File: config.mk
export PLATFORM = sky130hd
export DESIGN_NAME = seq_divider
export DESIGN_NICKNAME = d
export VERILOG_FILES = /design/src/rtl/seq_divider.sv
export SDC_FILE = /design/constraint.sdc
export NUM_CORES = 1
export LEC_CHECK = 0
export ABC_AREA = 1
export ABC_CLOCK_PERIOD_IN_PS = 2300
export CAP_MARGIN = 40
export CORE_UTILIZATION = 51
export CTS_BUF_LIST = sky130_fd_sc_hd__clkbuf_8 sky130_fd_sc_hd__clkbuf_16
export DETAILED_ROUTE_END_ITERATION = 8
export PLACE_DENSITY = 0.86
export SYNTH_ARGS = -nofsm -noshare
export SYNTH_HDL_FRONTEND = slang
export SYNTH_SLANG_ARGS = --single-unit
File: constraint.sdc
create_clock -name clk -period 2.3 [get_ports clk]
set_clock_uncertainty 0.15 [all_clocks]
set_input_delay 0.345 -clock clk [delete_from_list [all_inputs] [get_ports clk]]
set_output_delay 0.345 -clock clk [all_outputs]
set_load 0.02 [all_outputs]
File: src/rtl/seq_divider.sv
// Iterative restoring unsigned divider.
// Resolves one quotient bit per clock under a start/busy/done handshake.
// A zero divisor takes a one-cycle check state and completes with
// quotient all-ones, remainder = dividend and div_by_zero set.
module seq_divider #(
    parameter int WIDTH = 32,
    parameter int CNTW  = 6
) (
    input  logic             clk,
    input  logic             reset_n,
    input  logic             start,
    input  logic [WIDTH-1:0] dividend,
    input  logic [WIDTH-1:0] divisor,
    output logic             busy,
    output logic             done,
    output logic [WIDTH-1:0] quotient,
    output logic [WIDTH-1:0] remainder,
    output logic             div_by_zero,
    output logic             zero
);

    typedef enum logic [1:0] {
        S_IDLE,
        S_RUN,
        S_ZCHK,
        S_DONE
    } state_t;

    state_t           state, state_nxt;
    logic [WIDTH-1:0] rem_q;      // partial remainder R
    logic [WIDTH-1:0] quo_q;      // dividend shifting out / quotient shifting in (Q)
    logic [WIDTH-1:0] dsr_q;      // latched divisor
    logic [CNTW-1:0]  cnt;

    logic [WIDTH:0]   t_ext;      // shifted remainder, one bit wider than R
    logic [WIDTH:0]   diff;       // T - divisor, keeps the borrow in the top bit
    logic             borrow;
    logic [WIDTH-1:0] rem_nxt;
    logic [WIDTH-1:0] quo_nxt;
    logic             last_iter;

    // One restoring step: shift in the next dividend bit, trial-subtract the divisor.
    // R[WIDTH-1] is always 0 before the shift (R holds at most cnt dividend bits
    // and cnt <= WIDTH-1), so shifting the full R equals shifting R[WIDTH-2:0].
    always_comb begin
        t_ext     = {rem_q, quo_q[WIDTH-1]};
        diff      = t_ext - {1'b0, dsr_q};
        borrow    = diff[WIDTH];
        rem_nxt   = borrow ? t_ext[WIDTH-1:0] : diff[WIDTH-1:0];
        quo_nxt   = {quo_q[WIDTH-2:0], ~borrow};
        last_iter = (cnt == CNTW'(WIDTH - 1));
    end

    // State register.
    always_ff @(posedge clk or negedge reset_n) begin
        if (!reset_n) begin
            state <= S_IDLE;
        end else begin
            // NOTE: sequential state uses non-blocking assignments so every
            // register samples pre-edge values regardless of block ordering.
            state <= state_nxt;
        end
    end

    // Next-state logic.
    always_comb begin
        // NOTE: default first so no path leaves state_nxt unassigned (no latch).
        state_nxt = state;
        case (state)
            S_IDLE: begin
                if (start) begin
                    state_nxt = (divisor == '0) ? S_ZCHK : S_RUN;
                end
            end
            S_RUN:   if (last_iter) state_nxt = S_DONE;
            S_ZCHK:  state_nxt = S_DONE;
            S_DONE:  state_nxt = S_IDLE;
            default: state_nxt = S_IDLE;
        endcase
    end

    // Handshake outputs decoded from the state.
    always_comb begin
        busy = (state != S_IDLE);
        done = (state == S_DONE);
    end

    // Working registers and result registers; results change only on completion.
    always_ff @(posedge clk or negedge reset_n) begin
        if (!reset_n) begin
            // NOTE: working registers are cleared too, so an aborted divide
            // leaves no stale partial state behind.
            rem_q       <= '0;
            quo_q       <= '0;
            dsr_q       <= '0;
            cnt         <= '0;
            quotient    <= '0;
            remainder   <= '0;
            div_by_zero <= 1'b0;
            zero        <= 1'b0;
        end else begin
            case (state)
                S_IDLE: begin
                    if (start) begin
                        rem_q <= '0;
                        quo_q <= dividend;
                        dsr_q <= divisor;
                        cnt   <= '0;
                    end
                end
                S_RUN: begin
                    rem_q <= rem_nxt;
                    quo_q <= quo_nxt;
                    cnt   <= cnt + CNTW'(1);
                    if (last_iter) begin
                        quotient    <= quo_nxt;
                        remainder   <= rem_nxt;
                        zero        <= (quo_nxt == '0);
                        div_by_zero <= 1'b0;
                    end
                end
                S_ZCHK: begin
                    // Q still holds the latched dividend here.
                    quotient    <= '1;
                    remainder   <= quo_q;
                    div_by_zero <= 1'b1;
                    zero        <= 1'b0;
                end
                default: begin
                end
            endcase
        end
    end

endmodule

==> impl_metrics.yaml <==
run_status:
  status: "finished, violations left"
  violations_in_the_final_reports: "negative setup slack"
setup_path:
  worstPathRequired_ns: 2.49
  crit_path_max_incr_delay_ns: 0.39
  worst-path-max-fanout: 6
  crit_path_end_kind: "register"
  worstPathArrival_ns: 2.82
  path_cells: "inv_2 > ha_4 > inv_4 > fa_2 > nand2_2 > nand2_2 > nand3_2 > nand2_4 > nand2_4 > nand2_4 > nand2_4 > buf_6 > nand3_4 > nand2_8 > buf_12 > nand2_1 > nand2_2 > nand2_2 > nand2_2 > nand2_1"
  cpMostUsedCell: "nand2_2"
  cp_slowest_cell: "dfrtp_1"
  path_class: "reg -> reg"
  crit_path_start_kind: "register"
synthesis:
  synth.largest_area_cell: "dfrtp_1"
  synth.lib_cells_used.distinct: 37
  synth_common_cells: "651 x nand2_1, 273 x inv_1, 170 x dfrtp_1, 127 x o21ai_0, 59 x a21oi_1"
  syn-cell-area_um2: 10800
  synthCells: 1637
  dominantRegCellSynth: "dfrtp_1"
  synthesis.yosys.warnings: 0
  ys_seq_elements: 170
  postSynthAreaPerCell_um2: 6.62
  synth_enable_flop_cells: 0
  synth.yosys.seq_area_share_pct: 39.3
  synth.most_common_cell: "nand2_1"
  synth_area_leaders: "dfrtp_1 39%, nand2_1 23%, inv_1 9.5%"
  mappedNetlistNets: 1742
  synth.top_cell.area_share_pct: 39.3
  synth_async_sr_flop_share_pct: 100
timing:
  maxSlewHeadroom_pct: 64.7
  report.final.hold_viol_count: 0
  setup-violations-final: 67
  fmax_mhz: 381
  period_minus_slack_ns: 2.62
  worst_slew_pin_slew_ns: 0.530
  period_share_pct: 114
  finalHoldWorstSlack_ns: 0.194
  setup_slack_ns: -0.323
  rsz0062_at_grt: "true"
  drv_slew: 0
cts:
  clk_root_buffer_cell: "clkbuf_16"
  ctsLongestPathBuffers: 2
  tritoncts_clock_tree: "yes"
  htree_num_levels: 4
  clk_pin_slew_ns: 0.08
  cts_buffers: 17
  clock-sinks: 170
  worstSkewPairLatency_ns: 0.45
route:
  remaining_drc_errors: 0
  ant_nets: 0
  drt_first_pass_iters: 7
  post_drt_via_cell_ratio: 5.33
  route.vias.total: 11600
  drt-wirelength-per-cell_um: 15.4
  drt_first_iter_violations: 1094
  wl_um: 33400
global_routing:
  grt_pass1_wl_um: 52600
  grt_overflow_total: 0
  grt_util_met2_pct: 49.0
  vias_in_the_first_global_route: 10800
  groute.layer.met3.usage_pct: 4.01
  grt.busiest_layer: "met2"
  pin_count_of_the_biggest_net_entering_global_routing: 67
  grt_antenna_before_repair: 0
  grt.total_usage_pct: 30.4
  global_route.usage.met1_pct: 41.4
cells_and_area:
  drive_gt1_share_pct: 17.5
  antenna_cells_inserted: 0
  post_route_standard_cell_area_excluding_fillers_um2: 14800
  finish.cell_count_without_fillers: 2174
  layout.nets: 1996
  area_growth_pct: 37.0
flow_run:
  maxCapViolCount: 0
die:
  initial_utilization_pct: 52.8
  core-area_um2: 20500
  floorplan.die.width_um: 148
  floorplan.die.height_um: 148
  floorplan.die_area_um2: 21800
  placement_rows: 52
  boundaryPins: 135
hold_path:
  hp-class: "in -> async"
placed_design:
  place_congestion: 0.951
  hpwlAfterDp_um: 23700
  dp_worst_setup_slack_ns: -0.271
  place_area_um2: 13400
  post-place-cells: 2125
  port_buffers: 134
## placed cells by master (no fill, tap or decap), types with 16 or more instances in the layout
cell type and n:
nand2_1 598, inv_1 264, dfrtp_1 165, buf_4 145, clkdlybuf4s50_1 132, o21ai_0 124, a21oi_1 53, nand2_2 51
nand3_1 48, o21ai_1 47, nor2_1 46, nand4_1 26, ha_1 20, clkbuf_16 19, ha_4 16
## final cells by class
type	count	area [um^2]
multi-input combinational	1131	5830
fill	1533	5660
sequential	170	4260
timing repair buffer	295	2740
inverter	276	1040
clock buffer	17	425
tap	270	338
clock inverter	15	211
## final timing paths
kind / start / endpoint / slack, ns / cells past startpoint
min in group clk: divisor[26] / dsr_q[26] / 0.32 / 3
worst max-delay path: quo_q[31] / remainder[29] / -0.32 / 20
max in group asynchronous: reset_n / remainder[15] / 1.11 / 3
worst max register to register: quo_q[31] / remainder[29] / -0.32 / 20
worst min-delay path: reset_n / quotient[5] / 0.19 / 2
worst min register to register: quotient[19] / quotient[19] / 0.33 / 2
## metal layers
layer  vias up  part of all wire, %
met5         -                    0
met4         0                  3.2
met3        89                  7.9
met2       531                   47
met1      5402                   42
li1       5574                    -
## kinds of logic (layout without fill, tap and decap cells)
| kind of cell | Yosys count | after routing | share of synthesized area, % |
|---|---|---|---|
| fa+ha+maj | 38 | 38 | 4.46 |
| mux | 1 | 1 | 0.104 |
| simple gates | 832 | 832 | 31.1 |
| xor+xnor | 9 | 9 | 0.728 |
| buf+inv | 336 | 603 | 12.3 |
| compound gates | 251 | 251 | 12.0 |
| flops | 170 | 170 | 39.3 |
## through the flow
step | util, % | setup TNS [ns]
3_5_place_dp | 65.6 | -13.56
5_1_grt | 72.4 | -21.08
3_3_place_gp | 65.6 | -10.43
6_report | 72.4 | -14.13
4_1_cts | 70.4 | -10.49
2_1_floorplan | - | -3.20
## state kept, by name (all words and copies together), names as in the netlist
name	cells
dsr_q	32
quo_q	32
quotient	32
rem_q	32
remainder	32
cnt	6
state	2
div_by_zero	1
zero	1
## worst max-delay path, delay by kind of cell (launching register included)
family / cells / cell delay, ns
simple gates: 14 / 1.09
fa+ha+maj: 2 / 0.50
flops: 1 / 0.39
buf+inv: 4 / 0.35
## what timing repair did
action / in CTS / in global routing
resized for setup: 41 / 100
setup endpoints to repair: 68 / 67
gates cloned: 2 / 2
hold buffers: 1 / 0
hold endpoints to repair: 68 / 0
pin swaps: 19 / 28
buffers inserted: 8 / 6
Power is not shown: default switching activity piles up to over one toggle a cycle in this logic, so the estimate is an artifact.
